$ cat src/rtl/calc_pkg.sv
// Shared definitions for the calculator keypad sequencer: key codes, ALU
// operation encodings, FSM state enum, default operand width and the signed
// BCD operand struct.
package calc_pkg;

  localparam int DEFAULT_DIGITS = 8;

  // Key codes delivered by the keypad scanner.
  localparam logic [4:0] KEY_DIGIT_MAX = 5'd9;
  localparam logic [4:0] KEY_DOT       = 5'd10;
  localparam logic [4:0] KEY_SIGN      = 5'd11;
  localparam logic [4:0] KEY_ADD       = 5'd12;
  localparam logic [4:0] KEY_SUB       = 5'd13;
  localparam logic [4:0] KEY_MUL       = 5'd14;
  localparam logic [4:0] KEY_DIV       = 5'd15;
  localparam logic [4:0] KEY_POW       = 5'd16;
  localparam logic [4:0] KEY_EQUALS    = 5'd17;
  localparam logic [4:0] KEY_CLEAR     = 5'd18;

  // ALU operation encodings; operator keys map onto these in order.
  localparam logic [2:0] OP_ADD = 3'd0;
  localparam logic [2:0] OP_SUB = 3'd1;
  localparam logic [2:0] OP_MUL = 3'd2;
  localparam logic [2:0] OP_DIV = 3'd3;
  localparam logic [2:0] OP_POW = 3'd4;

  typedef enum logic [2:0] {
    ST_ENTRY_A  = 3'd0,
    ST_OP_WAIT  = 3'd1,
    ST_ENTRY_B  = 3'd2,
    ST_EXEC     = 3'd3,
    ST_WAIT_ALU = 3'd4,
    ST_RESULT   = 3'd5,
    ST_ERROR    = 3'd6
  } state_e;

  // Signed BCD value: sign, 8 packed BCD digits, digits after the point.
  typedef struct packed {
    logic        sgn;
    logic [31:0] num;
    logic [2:0]  dp;
  } bcd_t;

  // Map an operator key (12..16) onto its ALU op code.
  function automatic logic [2:0] key_to_op(input logic [4:0] code);
    logic [4:0] diff;
    diff = code - KEY_ADD;
    return diff[2:0];
  endfunction

endpackage

$ cat src/rtl/calc_sequencer_if.sv
// Keypad, ALU and display signal bundle for calc_sequencer.
// Key handshake: a key is consumed at a rising clock edge where key_valid and
// key_ready are both high; the source holds key_code stable while key_valid is
// high and key_ready is low. alu_start is a single-cycle pulse; alu_done is a
// single-cycle pulse that qualifies alu_error and the result fields.
interface calc_sequencer_if;
  import calc_pkg::*;

  logic        key_valid;
  logic [4:0]  key_code;
  logic        key_ready;

  logic        alu_start;
  logic [2:0]  alu_op;
  logic        alu_sgn0;
  logic [31:0] alu_num0;
  logic [2:0]  alu_dp0;
  logic        alu_sgn1;
  logic [31:0] alu_num1;
  logic [2:0]  alu_dp1;
  logic        alu_done;
  logic        alu_error;
  logic [31:0] alu_result;
  logic        alu_res_sgn;
  logic [2:0]  alu_res_dp;

  logic [31:0] disp_num;
  logic        disp_sgn;
  logic [2:0]  disp_dp;
  logic        disp_error;
  logic        busy;

  state_e      dbg_state;

  modport slave (
    input  key_valid, key_code, alu_done, alu_error, alu_result,
           alu_res_sgn, alu_res_dp,
    output key_ready, alu_start, alu_op, alu_sgn0, alu_num0, alu_dp0,
           alu_sgn1, alu_num1, alu_dp1, disp_num, disp_sgn, disp_dp,
           disp_error, busy, dbg_state
  );

  modport master (
    output key_valid, key_code, alu_done, alu_error, alu_result,
           alu_res_sgn, alu_res_dp,
    input  key_ready, alu_start, alu_op, alu_sgn0, alu_num0, alu_dp0,
           alu_sgn1, alu_num1, alu_dp1, disp_num, disp_sgn, disp_dp,
           disp_error, busy, dbg_state
  );

endinterface

$ cat src/rtl/bcd_entry_reg.sv
// Operand entry register: shifts BCD digits in from the right, counts digits
// after the decimal point, toggles sign. i_fresh restarts the entry from zero
// in the same cycle a key is applied, so a new operand can begin with that key.
module bcd_entry_reg
  import calc_pkg::*;
#(
  parameter int DIGITS = DEFAULT_DIGITS
) (
  input  logic       clock,
  input  logic       reset_n,
  input  logic       i_clear,
  input  logic       i_fresh,
  input  logic       i_digit_en,
  input  logic [3:0] i_digit,
  input  logic       i_dot_en,
  input  logic       i_sign_en,
  output bcd_t       o_val
);

  logic [31:0] r_num;
  logic        r_sgn;
  logic [2:0]  r_dp;
  logic        r_dot;
  logic [3:0]  r_cnt;

  logic [31:0] w_num_b, w_num_n;
  logic        w_sgn_b, w_sgn_n;
  logic [2:0]  w_dp_b, w_dp_n;
  logic        w_dot_b, w_dot_n;
  logic [3:0]  w_cnt_b, w_cnt_n;
  logic        w_digit_ok;

  // Next entry value: optional restart, then apply the key for this cycle.
  always_comb begin
    w_num_b = i_fresh ? 32'd0 : r_num;
    w_sgn_b = i_fresh ? 1'b0  : r_sgn;
    w_dp_b  = i_fresh ? 3'd0  : r_dp;
    w_dot_b = i_fresh ? 1'b0  : r_dot;
    w_cnt_b = i_fresh ? 4'd0  : r_cnt;
    w_num_n = w_num_b;
    w_sgn_n = w_sgn_b;
    w_dp_n  = w_dp_b;
    w_dot_n = w_dot_b;
    w_cnt_n = w_cnt_b;
    // A digit is dropped when the register is full or dp would overflow 7.
    w_digit_ok = (w_cnt_b < 4'(DIGITS)) && !(w_dot_b && (w_dp_b == 3'd7));
    if (i_digit_en && w_digit_ok) begin
      w_num_n = {w_num_b[27:0], i_digit};
      w_cnt_n = w_cnt_b + 4'd1;
      if (w_dot_b) w_dp_n = w_dp_b + 3'd1;
    end
    if (i_dot_en) w_dot_n = 1'b1;
    if (i_sign_en) w_sgn_n = ~w_sgn_b;
  end

  // Entry state register; clear wins over any key in the same cycle.
  always_ff @(posedge clock or negedge reset_n) begin
    if (!reset_n) begin
      r_num <= 32'd0;
      r_sgn <= 1'b0;
      r_dp  <= 3'd0;
      r_dot <= 1'b0;
      r_cnt <= 4'd0;
    end else if (i_clear) begin
      r_num <= 32'd0;
      r_sgn <= 1'b0;
      r_dp  <= 3'd0;
      r_dot <= 1'b0;
      r_cnt <= 4'd0;
    end else begin
      r_num <= w_num_n;
      r_sgn <= w_sgn_n;
      r_dp  <= w_dp_n;
      r_dot <= w_dot_n;
      r_cnt <= w_cnt_n;
    end
  end

  assign o_val = '{sgn: r_sgn, num: r_num, dp: r_dp};

endmodule

$ cat src/rtl/calc_sequencer.sv
// Keypad-driven sequencer for the BCD arithmetic unit. Builds operands A and B
// from key presses, starts the ALU, waits for completion, drives the display
// and supports chaining (result becomes the next A).
// Optional macro CALC_TIMEOUT_EN adds a watchdog on the ALU wait.
module calc_sequencer
  import calc_pkg::*;
#(
  parameter int DIGITS         = DEFAULT_DIGITS,
  parameter int TIMEOUT_CYCLES = 64
) (
  input  logic              clock,
  input  logic              reset_n,
  calc_sequencer_if.slave   bus
);

  if (DIGITS < 1 || DIGITS > 8 || TIMEOUT_CYCLES < 1) begin : g_param_check
    $error("calc_sequencer: DIGITS must be 1..8 and TIMEOUT_CYCLES >= 1");
  end

  state_e     r_state, w_state_n;
  bcd_t       r_a, w_a_n;
  bcd_t       r_b, w_b_n;
  bcd_t       r_res, w_res_n;
  bcd_t       r_disp, w_disp;
  logic [2:0] r_op, w_op_n;
  logic [2:0] r_pend_op, w_pend_op_n;
  logic       r_chain, w_chain_n;

  bcd_t       w_entry;
  logic       w_ent_clear, w_ent_fresh, w_ent_digit, w_ent_dot, w_ent_sign;
  logic       w_key_acc, w_is_digit, w_is_dot, w_is_sign, w_is_op;
  logic       w_is_eq, w_is_clr, w_key_ready, w_alu_start, w_timeout;
  logic [2:0] w_key_op;

  bcd_entry_reg #(.DIGITS(DIGITS)) u_entry (
    .clock      (clock),
    .reset_n    (reset_n),
    .i_clear    (w_ent_clear),
    .i_fresh    (w_ent_fresh),
    .i_digit_en (w_ent_digit),
    .i_digit    (bus.key_code[3:0]),
    .i_dot_en   (w_ent_dot),
    .i_sign_en  (w_ent_sign),
    .o_val      (w_entry)
  );

`ifdef CALC_TIMEOUT_EN
  localparam int TMO_W = $clog2(TIMEOUT_CYCLES + 1);
  logic [TMO_W-1:0] r_tmo_cnt;

  // Watchdog: counts cycles spent waiting for the ALU, zero elsewhere.
  always_ff @(posedge clock or negedge reset_n) begin
    if (!reset_n) r_tmo_cnt <= '0;
    else if (r_state == ST_WAIT_ALU) r_tmo_cnt <= r_tmo_cnt + 1'b1;
    else r_tmo_cnt <= '0;
  end

  assign w_timeout = (r_state == ST_WAIT_ALU) &&
                     (r_tmo_cnt == TMO_W'(TIMEOUT_CYCLES - 1));
`else
  assign w_timeout = 1'b0;
`endif

  assign w_key_ready = (r_state != ST_EXEC) && (r_state != ST_WAIT_ALU);
  assign w_key_acc   = bus.key_valid && w_key_ready;
  assign w_is_digit  = bus.key_code <= KEY_DIGIT_MAX;
  assign w_is_dot    = bus.key_code == KEY_DOT;
  assign w_is_sign   = bus.key_code == KEY_SIGN;
  assign w_is_op     = (bus.key_code >= KEY_ADD) && (bus.key_code <= KEY_POW);
  assign w_is_eq     = bus.key_code == KEY_EQUALS;
  assign w_is_clr    = bus.key_code == KEY_CLEAR;
  assign w_key_op    = key_to_op(bus.key_code);

  // Next-state, operand latching, entry control and ALU start.
  always_comb begin
    w_state_n   = r_state;
    w_a_n       = r_a;
    w_b_n       = r_b;
    w_res_n     = r_res;
    w_op_n      = r_op;
    w_pend_op_n = r_pend_op;
    w_chain_n   = r_chain;
    w_ent_clear = 1'b0;
    w_ent_fresh = 1'b0;
    w_ent_digit = 1'b0;
    w_ent_dot   = 1'b0;
    w_ent_sign  = 1'b0;
    w_alu_start = 1'b0;
    if (w_key_acc && w_is_clr) begin
      w_state_n   = ST_ENTRY_A;
      w_a_n       = '0;
      w_b_n       = '0;
      w_res_n     = '0;
      w_op_n      = 3'd0;
      w_pend_op_n = 3'd0;
      w_chain_n   = 1'b0;
      w_ent_clear = 1'b1;
    end else begin
      case (r_state)
        ST_ENTRY_A: if (w_key_acc) begin
          w_ent_digit = w_is_digit;
          w_ent_dot   = w_is_dot;
          w_ent_sign  = w_is_sign;
          if (w_is_op) begin
            w_op_n    = w_key_op;
            w_a_n     = w_entry;
            w_state_n = ST_OP_WAIT;
          end
        end
        ST_OP_WAIT: if (w_key_acc) begin
          if (w_is_digit || w_is_dot) begin
            w_ent_fresh = 1'b1;
            w_ent_digit = w_is_digit;
            w_ent_dot   = w_is_dot;
            w_state_n   = ST_ENTRY_B;
          end else if (w_is_op) begin
            w_op_n = w_key_op;
          end
        end
        ST_ENTRY_B: if (w_key_acc) begin
          w_ent_digit = w_is_digit;
          w_ent_dot   = w_is_dot;
          w_ent_sign  = w_is_sign;
          if (w_is_eq || w_is_op) begin
            w_b_n     = w_entry;
            w_chain_n = w_is_op;
            if (w_is_op) w_pend_op_n = w_key_op;
            w_state_n = ST_EXEC;
          end
        end
        ST_EXEC: begin
          if ((r_op == OP_DIV) && (r_b.num == 32'd0)) begin
            w_state_n = ST_ERROR;
          end else begin
            w_alu_start = 1'b1;
            w_state_n   = ST_WAIT_ALU;
          end
        end
        ST_WAIT_ALU: begin
          if (bus.alu_done) begin
            w_res_n = '{sgn: bus.alu_res_sgn, num: bus.alu_result,
                        dp: bus.alu_res_dp};
            if (bus.alu_error) begin
              w_state_n = ST_ERROR;
            end else if (r_chain) begin
              w_a_n     = '{sgn: bus.alu_res_sgn, num: bus.alu_result,
                            dp: bus.alu_res_dp};
              w_op_n    = r_pend_op;
              w_chain_n = 1'b0;
              w_state_n = ST_OP_WAIT;
            end else begin
              w_state_n = ST_RESULT;
            end
          end else if (w_timeout) begin
            w_state_n = ST_ERROR;
          end
        end
        ST_RESULT: if (w_key_acc) begin
          if (w_is_digit || w_is_dot) begin
            w_ent_fresh = 1'b1;
            w_ent_digit = w_is_digit;
            w_ent_dot   = w_is_dot;
            w_state_n   = ST_ENTRY_A;
          end else if (w_is_op) begin
            w_a_n     = r_res;
            w_op_n    = w_key_op;
            w_state_n = ST_OP_WAIT;
          end else if (w_is_sign) begin
            w_res_n.sgn = ~r_res.sgn;
          end
        end
        default: ;
      endcase
    end
  end

  // Sequencer registers.
  always_ff @(posedge clock or negedge reset_n) begin
    if (!reset_n) begin
      r_state   <= ST_ENTRY_A;
      r_a       <= '0;
      r_b       <= '0;
      r_res     <= '0;
      r_op      <= 3'd0;
      r_pend_op <= 3'd0;
      r_chain   <= 1'b0;
      r_disp    <= '0;
    end else begin
      r_state   <= w_state_n;
      r_a       <= w_a_n;
      r_b       <= w_b_n;
      r_res     <= w_res_n;
      r_op      <= w_op_n;
      r_pend_op <= w_pend_op_n;
      r_chain   <= w_chain_n;
      r_disp    <= w_disp;
    end
  end

  // Display source per state; EXEC/WAIT_ALU hold the last shown value.
  always_comb begin
    w_disp = r_disp;
    case (r_state)
      ST_ENTRY_A, ST_ENTRY_B: w_disp = w_entry;
      ST_OP_WAIT:             w_disp = r_a;
      ST_RESULT:              w_disp = r_res;
      ST_ERROR:               w_disp = '0;
      default:                w_disp = r_disp;
    endcase
  end

  assign bus.key_ready  = w_key_ready;
  assign bus.alu_start  = w_alu_start;
  assign bus.alu_op     = r_op;
  assign bus.alu_sgn0   = r_a.sgn;
  assign bus.alu_num0   = r_a.num;
  assign bus.alu_dp0    = r_a.dp;
  assign bus.alu_sgn1   = r_b.sgn;
  assign bus.alu_num1   = r_b.num;
  assign bus.alu_dp1    = r_b.dp;
  assign bus.disp_num   = w_disp.num;
  assign bus.disp_sgn   = w_disp.sgn;
  assign bus.disp_dp    = w_disp.dp;
  assign bus.disp_error = (r_state == ST_ERROR);
  assign bus.busy       = (r_state == ST_EXEC) || (r_state == ST_WAIT_ALU);
  assign bus.dbg_state  = r_state;

endmodule

$ cat src/flat_wrapper.sv
// flat-port wrapper written by rule: the top's interface ports become plain ports
module calc_sequencer_flat import calc_pkg::*;
#(
  parameter int DIGITS         = DEFAULT_DIGITS,
  parameter int TIMEOUT_CYCLES = 64
)
  (clock, reset_n, bus_key_valid, bus_key_code, bus_alu_done, bus_alu_error, bus_alu_result, bus_alu_res_sgn, bus_alu_res_dp, bus_key_ready, bus_alu_start, bus_alu_op, bus_alu_sgn0, bus_alu_num0, bus_alu_dp0, bus_alu_sgn1, bus_alu_num1, bus_alu_dp1, bus_disp_num, bus_disp_sgn, bus_disp_dp, bus_disp_error, bus_busy, bus_dbg_state);
  calc_sequencer_if bus_i ();
  input  logic clock;
  input  logic reset_n;
  input wire logic [$bits(bus_i.key_valid)-1:0] bus_key_valid;
  input wire logic [$bits(bus_i.key_code)-1:0] bus_key_code;
  input wire logic [$bits(bus_i.alu_done)-1:0] bus_alu_done;
  input wire logic [$bits(bus_i.alu_error)-1:0] bus_alu_error;
  input wire logic [$bits(bus_i.alu_result)-1:0] bus_alu_result;
  input wire logic [$bits(bus_i.alu_res_sgn)-1:0] bus_alu_res_sgn;
  input wire logic [$bits(bus_i.alu_res_dp)-1:0] bus_alu_res_dp;
  output wire logic [$bits(bus_i.key_ready)-1:0] bus_key_ready;
  output wire logic [$bits(bus_i.alu_start)-1:0] bus_alu_start;
  output wire logic [$bits(bus_i.alu_op)-1:0] bus_alu_op;
  output wire logic [$bits(bus_i.alu_sgn0)-1:0] bus_alu_sgn0;
  output wire logic [$bits(bus_i.alu_num0)-1:0] bus_alu_num0;
  output wire logic [$bits(bus_i.alu_dp0)-1:0] bus_alu_dp0;
  output wire logic [$bits(bus_i.alu_sgn1)-1:0] bus_alu_sgn1;
  output wire logic [$bits(bus_i.alu_num1)-1:0] bus_alu_num1;
  output wire logic [$bits(bus_i.alu_dp1)-1:0] bus_alu_dp1;
  output wire logic [$bits(bus_i.disp_num)-1:0] bus_disp_num;
  output wire logic [$bits(bus_i.disp_sgn)-1:0] bus_disp_sgn;
  output wire logic [$bits(bus_i.disp_dp)-1:0] bus_disp_dp;
  output wire logic [$bits(bus_i.disp_error)-1:0] bus_disp_error;
  output wire logic [$bits(bus_i.busy)-1:0] bus_busy;
  output wire logic [$bits(bus_i.dbg_state)-1:0] bus_dbg_state;
  assign bus_i.key_valid = bus_key_valid;
  assign bus_i.key_code = bus_key_code;
  assign bus_i.alu_done = bus_alu_done;
  assign bus_i.alu_error = bus_alu_error;
  assign bus_i.alu_result = bus_alu_result;
  assign bus_i.alu_res_sgn = bus_alu_res_sgn;
  assign bus_i.alu_res_dp = bus_alu_res_dp;
  assign bus_key_ready = bus_i.key_ready;
  assign bus_alu_start = bus_i.alu_start;
  assign bus_alu_op = bus_i.alu_op;
  assign bus_alu_sgn0 = bus_i.alu_sgn0;
  assign bus_alu_num0 = bus_i.alu_num0;
  assign bus_alu_dp0 = bus_i.alu_dp0;
  assign bus_alu_sgn1 = bus_i.alu_sgn1;
  assign bus_alu_num1 = bus_i.alu_num1;
  assign bus_alu_dp1 = bus_i.alu_dp1;
  assign bus_disp_num = bus_i.disp_num;
  assign bus_disp_sgn = bus_i.disp_sgn;
  assign bus_disp_dp = bus_i.disp_dp;
  assign bus_disp_error = bus_i.disp_error;
  assign bus_busy = bus_i.busy;
  assign bus_dbg_state = bus_i.dbg_state;
  calc_sequencer #(.DIGITS(DIGITS), .TIMEOUT_CYCLES(TIMEOUT_CYCLES)) u_core (.clock(clock), .reset_n(reset_n), .bus(bus_i));
endmodule
$ cat config.mk
export PLATFORM = sky130hd
export DESIGN_NAME = calc_sequencer_flat
export DESIGN_NICKNAME = d
export VERILOG_FILES = /design/src/rtl/calc_pkg.sv /design/src/rtl/calc_sequencer_if.sv /design/src/rtl/bcd_entry_reg.sv /design/src/rtl/calc_sequencer.sv /design/src/flat_wrapper.sv
export SDC_FILE = /design/constraint.sdc
export NUM_CORES = 1
export LEC_CHECK = 0
export BUFFER_PORTS_ARGS = -buffer_cell sky130_fd_sc_hd__buf_2
export CORE_UTILIZATION = 47
export CTS_BUF_LIST = sky130_fd_sc_hd__clkbuf_16
export DETAILED_ROUTE_END_ITERATION = 10
export HOLD_SLACK_MARGIN = 0.08
export PLACE_DENSITY = 0.77
export SETUP_SLACK_MARGIN = 0.05
export SLEW_MARGIN = 20
export SYNTH_ARGS = -nofsm -noshare
export SYNTH_HDL_FRONTEND = slang
export SYNTH_HIERARCHICAL = 1
export SYNTH_SLANG_ARGS = --single-unit
$ cat constraint.sdc
create_clock -name clock -period 5.2 [get_ports clock]
set_clock_uncertainty 0.15 [all_clocks]
set_input_delay 1.04 -clock clock [delete_from_list [all_inputs] [get_ports clock]]
set_output_delay 1.04 -clock clock [all_outputs]
set_load 0.005 [all_outputs]
Word level (Yosys, flattened, before mapping) --
Cells that the tools add are included.
Word-level totals: bits of input ports 46, register bits 195, output and inout port bits 118, word-level logic and storage cells 191
Cells by class: $add $sub $neg 3, mux-type cells 94, reductions and logical operators 36, equality and inequality tests 30, bitwise operators 2, order comparisons 4
Operators with widths (number):
- two-way mux 36 bit | 15
- one-hot mux 36 bit (4 select lines) | 1
- one-hot mux 36 bit (3 select lines) | 1
- two-way mux 32 bit | 3
- two-way mux 3 bit | 29
- two-way mux 35 bit | 1
- two-way mux 1 bit | 34
- != test 3 x 1 -> 1 bit, second input constant | 11
- zero test 32 bit | 1
- one-hot mux 3 bit (6 select lines) | 1
- != test 3 x 2 -> 1 bit, second input constant | 5
- == test 3 bit, second input constant | 4
- two-way mux 4 bit | 3
- nonzero test 2 bit | 6
- == test 5 x 4 -> 1 bit, second input constant | 2
- == test 5 bit, second input constant | 2
- == test 3 x 2 -> 1 bit, second input constant | 3
- one-hot mux 3 bit (3 select lines) | 1
- AND reduction 9 bit | 1
- nonzero test 3 bit | 3
- logical AND 1 bit | 8
- one-hot mux 1 bit (2 select lines) | 4
- AND reduction 8 bit | 1
- nonzero test 4 bit | 2
- other kinds (22) | 27

Depth between registers and ports, before layout --
Gate-level depths: netlist (run 1).
depth in word-level cells 14, mapped depth 12

By module --
Netlist (run 1), hierarchy kept.
By module, submodules not included:
- calc_sequencer | cells an instance 915, instances 1, seq. area each 3853.7 µm², area each 8249.2 µm²
- bcd_entry_reg | cells an instance 204, instances 1, seq. area each 1026.0 µm², area each 1958.1 µm²

Worst setup path after synthesis (run 1) --
Ideal clock, no wire load.
path kind input-to-reg, from input bus_key_code[0], to register u_core.u_entry.r_cnt[3], stages on the path 10, library setup time 132 ps, data arrival time 3202 ps, setup slack 1716 ps, required time 4918 ps, buffers on the path 5, path through or4b_1 clkbuf_1 or4_1 buf_2 inv_1 buf_2 or2_1 clkbuf_1 clkbuf_1 nor2_1
RTL lines:
- start: declaration | RTL line flat_wrapper.sv:12 | input wire logic [$bits(bus_i.key_code)-1:0] bus_key_code;
- == test 5 bit | RTL line calc_sequencer.sv:71 | assign w_is_clr = bus.key_code == KEY_CLEAR;
- logical AND 1 bit | RTL line calc_sequencer.sv:89 | if (w_key_acc && w_is_clr) begin
- two-way mux 1 bit | RTL line calc_sequencer.sv:89
- net u_core.w_ent_clear | RTL line calc_sequencer.sv:30 | logic w_ent_clear, w_ent_fresh, w_ent_digit, w_ent_dot, w_ent_sign;
- two-way mux 4 bit | RTL line bcd_entry_reg.sv:64 | end else if (i_clear) begin
- end signal: assignment | RTL line bcd_entry_reg.sv:75 | r_cnt <= w_cnt_n;
- end: declaration | RTL line bcd_entry_reg.sv:24 | logic [3:0] r_cnt;
The timed path passes the listed nets, and every way through them passes these cells. A chain may end at the register's enable or synchronous reset.

Worst setup path in the final report (run 1) --
from register u_core.r_state[1] (netlist: u_core/bus.dbg_state[1]), to output bus_disp_num[25]
On the way: word-level cells in the longest chain between the ends 3
Ends and longest elaborated chain:
- start: declaration | RTL line calc_sequencer.sv:20 | state_e r_state, w_state_n;
- start signal: assignment | RTL line calc_sequencer.sv:189 | r_state <= w_state_n;
- == test 3 x 2 -> 1 bit or zero test 3 bit (tied branches) | RTL line calc_sequencer.sv:203 | case (r_state)
- OR reduction 2 bit (no source line)
- one-hot mux 36 bit (4 select lines) * | RTL line calc_sequencer.sv:203
- end: declaration | RTL line flat_wrapper.sv:27 | output wire logic [$bits(bus_i.disp_num)-1:0] bus_disp_num;
Mark *: on every way between the ends. The rest lies on a longest branch, timed or not.

==> qor.csv, run 1 <==
metric,value,unit
path_clk_slew,0.07,ns
firstDrtPassIters,6,
die_area,22300,um2
synth_area,10200,um2
area_growth,15.3,%
syn_area_per_cell,9.12,um2
status,"complete, no violations",
leakagePower,5.46,nW
synth_fa_ha_area_frac,0.00490,
path_class,reg2out,
place.port_buffers,163,
clock-root-buffer,clkbuf_16,
core,21200,um2
h-tree-depth,4,
ioPinCount,164,
hpwl,21500,um
grt_use_total,0.297,
vias,9503,
clockBufferDepth,2,
wl_per_cell,21.5,um
cap_violations,0,
fin_crit_sh,0.810,
cts-buffers-inserted,17,
power-per-cell-area,573,nW/um2
dieWidth,149,um
synth_area_leaders,"dfrtp_1, nand2_1, o21ai_0",
crit_fanout,31,
worstSetupEndpointType,primary output,
grt_max_degree,116,
slew_headroom,0.259,
worstSkewPairLatency,0.45,ns
synth_top_family_by_area,compound AO/OA/AOI/OAI gates,
synth.area.mux_share,0.0881,
hold_viol,0,
fin_nets,1276,
p_clk_frac,0.194,
vias_per_cell,6.28,
antenna_cells,0,
synth-compound-area-share,0.206,
tritoncts,done,
ctsResizeCount,0,
antenna_found_initial,0,
worstPathRequired,4.01,ns
wl,32500,um
tightest_slew,1.11,ns
p_seq_frac,0.405,
grt-ovfl-total,0,
post-cts-setup-buffer-count,0,
min_path_type,reg2reg,
min_period,4.21,ns
synth_warnings,6,
initial_core_util,0.483,
drive_gt1_frac,0.221,
rsz0062_at_grt,false,
syn-num-nets,1169,
post-route-util,0.557,
detail_route.iter0.violations,1263,
p_sw_frac,0.427,
grt_pass1_wl,50100,um
synth_flop_cell,dfrtp_1,
peakVddDrop,0.245,mV
clock-sinks,195,
drc_errors,0,
nFillCells,1865,
core.rowCount,53,
switchingPower,0.00288,W
worst_ep_arrival_time,3.02,ns
ant_nets,0,
setup_viol,0,
max_freq,0.237,GHz
die_h,149,um
synth-xor-area-share,0.000858,
seq_area_frac_synth,0.478,
tns,0,ns
grt_pass1_vias,8691,
internal_power,0.00387,W
synth_edf_count,0,
pwr-share-comb,0.402,
synth-seq-cells,195,
critPathLaunchType,flop,
synthSimpleGateAreaFrac,0.173,
gp_congestion,0.940,
async_flop_share,1.00,
ys_types,64,
cts_hold_buffers,0,
yosysTopAreaCell,dfrtp_1,
yosysTopAreaCellShare,0.478,
synthCells,1119,
maxSlewViolCount,0,
hold_slack,0.330,ns
power by group through the flow:
stage,Sequential [W],Clock (W),Combinational (W)
floorplan,0.00247,0,0.00179
global placement,0.00272,0,0.00260
global route,0.00278,0.00139,0.00297
finish,0.00273,0.00131,0.00271
CTS,0.00271,0.00132,0.00270
detailed placement,0.00273,0,0.00268
area by class of cell:
class | instances | area [um2] | share of cell area
flip-flops and latches | 195 | 4880 | 0.415
clock buffers | 17 | 425 | 0.0361
inverters | 18 | 67.6 | 0.00574
repair buffers | 187 | 1030 | 0.0875
clock inverters | 15 | 160 | 0.0136
well taps | 275 | 344 | 0.0292
multi-input cells | 807 | 4870 | 0.413
final timing paths:
kind,from,endpoint,slack (ns),cells past startpoint
setup / recovery,u_core/bus.dbg_state[1],bus_disp_num[25],0.99,6
hold / removal,u_core/bus.alu_sgn1,u_core/bus.alu_sgn1,0.33,2
setup reg to reg,u_core/bus.dbg_state[1],u_core/bus.alu_op[0],1.39,5
hold reg to reg,u_core/bus.alu_sgn1,u_core/bus.alu_sgn1,0.33,2
max in group asynchronous,reset_n,u_core/bus.alu_num1[2],3.28,2
min in group asynchronous,reset_n,u_core/bus.alu_dp0[1],0.60,1
synthesized netlist by cell type (all sizes together), types with 11 or more instances:
cell type  instances
a211oi            34
a21oi             80
a22oi             68
buf               25
clkbuf            74
dfrtp            195
inv               18
mux2              37
mux2i             37
nand2            165
nand3             71
nor2              88
nor2b             12
nor3              11
o21ai            115
state kept, by name (all words and copies together), names as in the netlist, 4 cells and up:
register              count
u_core/u_entry/r_cnt      4
u_core/bus.alu_num1      32
u_core/bus.alu_num0      32
u_core/r_disp            36
u_core/r_res             36
u_core/u_entry/r_num     32
placed cells by master (no fill, tap or decap), drive strengths merged, types with 5 or more instances in the layout:
cell type and instances:
nor2b 12, a22oi 68, nor4 6, a221oi 5, nand2b 9, nor3b 5
clkinv 6, a21oi 80, mux2 37, o32ai 8, buf 186, mux2i 37
dfrtp 195, o21ai 115, nor2 88, clkbuf 18, a211oi 34, nand3 71
nand2 165, inv 26, nor3 11, a31oi 6
worst max-delay path, cell delays in order, from the launching register on:
cell and delay (ns):
dfrtp_1 1.08, inv_1 0.42, nor2_2 0.21, buf_4 0.29, a22oi_1 0.12, o21ai_0 0.25
buf_2 0.20
cells by family (layout without fill, tap and decap cells):
group                    after synthesis  in the layout
adder cells (fa/ha/maj)                4              4
AND/OR/NAND/NOR                      390            390
XOR/XNOR                               1              1
buffers and inverters                117            237
AO/OA/AOI/OAI                        338            338
multiplexers                          74             74
flip-flops                           195            195
through the flow:
| stage | instances | worst slack [ns] | instance area, um2 | power (W) |
|---|---|---|---|---|
| floorplan | 1119 | 1.72 | 10200 | 0.00426 |
| global placement | 1482 | 1.03 | 11200 | 0.00531 |
| detailed placement | 1482 | 0.963 | 11200 | 0.00541 |
| CTS | 1514 | 1.05 | 11800 | 0.00673 |
| global route | 1514 | 0.887 | 11800 | 0.00714 |
| finish | 1514 | 0.989 | 11800 | 0.00675 |
per-layer routing:
layer / vias up / track usage / share of wire
li1: 4213 / - / -
met1: 4647 / 0.414 / 0.39
met2: 575 / 0.468 / 0.48
met3: 68 / 0.0450 / 0.093
met4: 0 / 0.108 / 0.031
met5: - / 0 / 0
Note: power is estimated with default switching activity, not from simulation.
==> run 2: changes to the inputs <==
ABC_AREA = 1   (was default)
PLACE_DENSITY = 0.78   (was 0.77)
clock period = 4.21 ns   (was 5.2 ns; I/O delays follow)
==> run 2 against run 1 <==
Critical path depth grew 3; utilization is 0.65 points lower; clock-buffer cell count unchanged; clock power up 12%; non-clock buffer count is 5 lower; register-to-register slack worse by 0.45 ns; highest routed layer unchanged; largest cell class unchanged; total power up 30%; routed wire length down 13%; sequential cell count stayed put; first-iteration DRC count decreased by 35%; sequential power is 31% higher.
==> qor.csv, run 2 <==
metric,value,unit
status,"complete, no violations",
syn_area_per_cell,8.29,um2
path_class,reg2out,
grt_max_degree,102,
worstPathRequired,3.22,ns
worst_ep_arrival_time,2.55,ns
nFillCells,1846,
clock-root-buffer,clkbuf_16,
async_flop_share,1.00,
critPathLaunchType,flop,
slowest_delay,0.52,ns
final_common_cell,nand2_1,
antenna_cells,0,
gp_congestion,0.909,
post-route-util,0.550,
die_h,146,um
peakVddDrop,0.375,mV
fin_crit_sh,0.842,
antenna_found_initial,0,
cp_cell_sequence,inv_2 > nor2_2 > inv_2 > nor2_8 > inv_2 > nor2_1 > inv_1 > nand3_1 > buf_2,
core.rowCount,52,
ff_latch_area,4880,um2
crit_top_cell,inv_2,
post-cts-setup-buffer-count,0,
synth_area,9740,um2
grt_pass1_wl,45600,um
seq_area_frac_synth,0.501,
total_power,0.00880,W
grt-ovfl-total,0,
synth_edf_count,0,
hold_viol,0,
r2r_slack,0.94,ns
worstSkewPairLatency,0.44,ns
leakagePower,5.63,nW
path_clk_slew,0.07,ns
grt_use_total,0.275,
slew_headroom,0.439,
clockBufferDepth,2,
cap_violations,0,
core,20300,um2
drc_errors,0,
h-tree-depth,4,
grt_pass1_vias,8420,
yosysTopAreaCellShare,0.501,
stdcell_count,1587,
fin_area,11200,um2
tritoncts,done,
cts-buffers-inserted,17,
worstSetupEndpointType,primary output,
power-per-cell-area,788,nW/um2
ctsResizeCount,0,
min_period,3.54,ns
clock-sinks,195,
min_path_type,in2async,
wl_per_cell,17.9,um
initial_core_util,0.480,
detail_route.iter0.violations,818,
syn-num-nets,1225,
synthCells,1175,
cpMaxStageDelayCell,dfrtp_1,
synth.most_common_cell,nand2_1,
reg_top3,"u_core/r_disp (36), u_core/r_res (36)",
synth_flop_cell,dfrtp_1,
crit_fanout,27,
vias,8776,
yosys-top-cells-count,"nand2_1, dfrtp_1, nand3_1, inv_1, nor2_1",
cts_hold_buffers,0,
crit_family,simple AND/OR/NAND/NOR gates,
ys_types,34,
area_growth,14.7,%
multiInputGateArea,3980,um2
dieWidth,146,um
place_inst,1557,
die_area,21300,um2
place_area,10700,um2
setup_viol,0,
ioPinCount,164,
drive_gt1_frac,0.210,
cp.buffers_inverters,5,
rsz0062_at_grt,false,
max_freq,0.282,GHz
synth-seq-cells,195,
layout_common_cells,"nand2_1, dfrtp_1, buf_2, nand3_1, inv_1",
ant_nets,0,
tightest_slew,0.842,ns
tns,0,ns
synth_warnings,6,
firstDrtPassIters,5,
wl,28400,um
maxSlewViolCount,0,
hpwl,18600,um
synth_area_leaders,"dfrtp_1, nand2_1, nand3_1",
place.port_buffers,163,
yosysTopAreaCell,dfrtp_1,
fin_nets,1356,
vias_per_cell,5.53,
## run 2: changes by cell type in the layout (fill, tap and decap cells not counted), sizes merged, moves of 32 or more
cell	before	now
inv	26	127
o22ai	1	35
mux2i	37	0
nand2	165	324
a211oi	34	0
nand3	71	131
a22oi	68	36
o211ai	2	40
mux2	37	0
a21oi	80	9
## run 2: stage by stage
| stage | setup WS (ns) | hold slack (ns) |
|---|---|---|
| 3_5_place_dp | 0.702 | 0.326 |
| 4_1_cts | 0.688 | 0.342 |
| 3_3_place_gp | 0.788 | 0.318 |
| 2_1_floorplan | 1.11 | 0.303 |
| 6_report | 0.666 | 0.334 |
| 5_1_grt | 0.566 | 0.366 |
## run 2: worst paths after layout
kind,from,endpoint,depth (start not counted)
min,reset_n,u_core/bus.alu_op[1],1
max,u_core/bus.dbg_state[0],bus_disp_num[17],9
min reg2reg,u_core/r_res[35],u_core/r_res[35],2
min in group clock,u_core/r_res[35],u_core/r_res[35],2
max reg2reg,u_core/bus.dbg_state[2],u_core/u_entry/r_num[28],16
max in group asynchronous,reset_n,u_core/bus.alu_num0[19],2
## run 2: worst reg2reg max path: stages (launching register included)
cell and delay, ns:
dfrtp_1 0.63, inv_2 0.17, nand3_2 0.17, nand3_2 0.17, nor2_1 0.34, inv_2 0.10
nand2_1 0.11, inv_1 0.07, ha_1 0.20, ha_1 0.20, nand3_2 0.10, inv_1 0.05
nor2_2 0.07, buf_4 0.32, nor2_1 0.16, nand2_1 0.10, nand2_1 0.05
## run 2: cell families (layout without fill, tap and decap cells)
logic type	Yosys count	after routing	share of synthesized area
buf+inv	191	333	0.0907
flops	195	195	0.501
fa+ha+maj	4	4	0.00514
simple gates	565	565	0.250
compound gates	220	220	0.153
## run 2: cell type report
cell class | count | share of cell area
clock buffer | 17 | 0.0381
sequential | 195 | 0.437
multi-input combinational | 789 | 0.357
clock inverter | 13 | 0.00751
timing repair buffer | 182 | 0.0900
inverter | 121 | 0.0407
tap | 270 | 0.0303
## run 2: power breakdown
| part | internal [W] | switching (W) | leakage (nW) |
|---|---|---|---|
| combinational | 0.00151 | 0.00225 | 2.93 |
| clock | 0.000788 | 0.000683 | 0.275 |
| sequential | 0.00276 | 0.000811 | 2.42 |
| total | 0.00506 | 0.00374 | 5.63 |
## run 2: routing by layer
metal  share of wire  GRT usage  vias up
met5               0          0        -
met4           0.026      0.106        0
met3           0.081     0.0527       45
met2            0.44      0.414      390
met1            0.45      0.394     4206
li1                -          -     4135
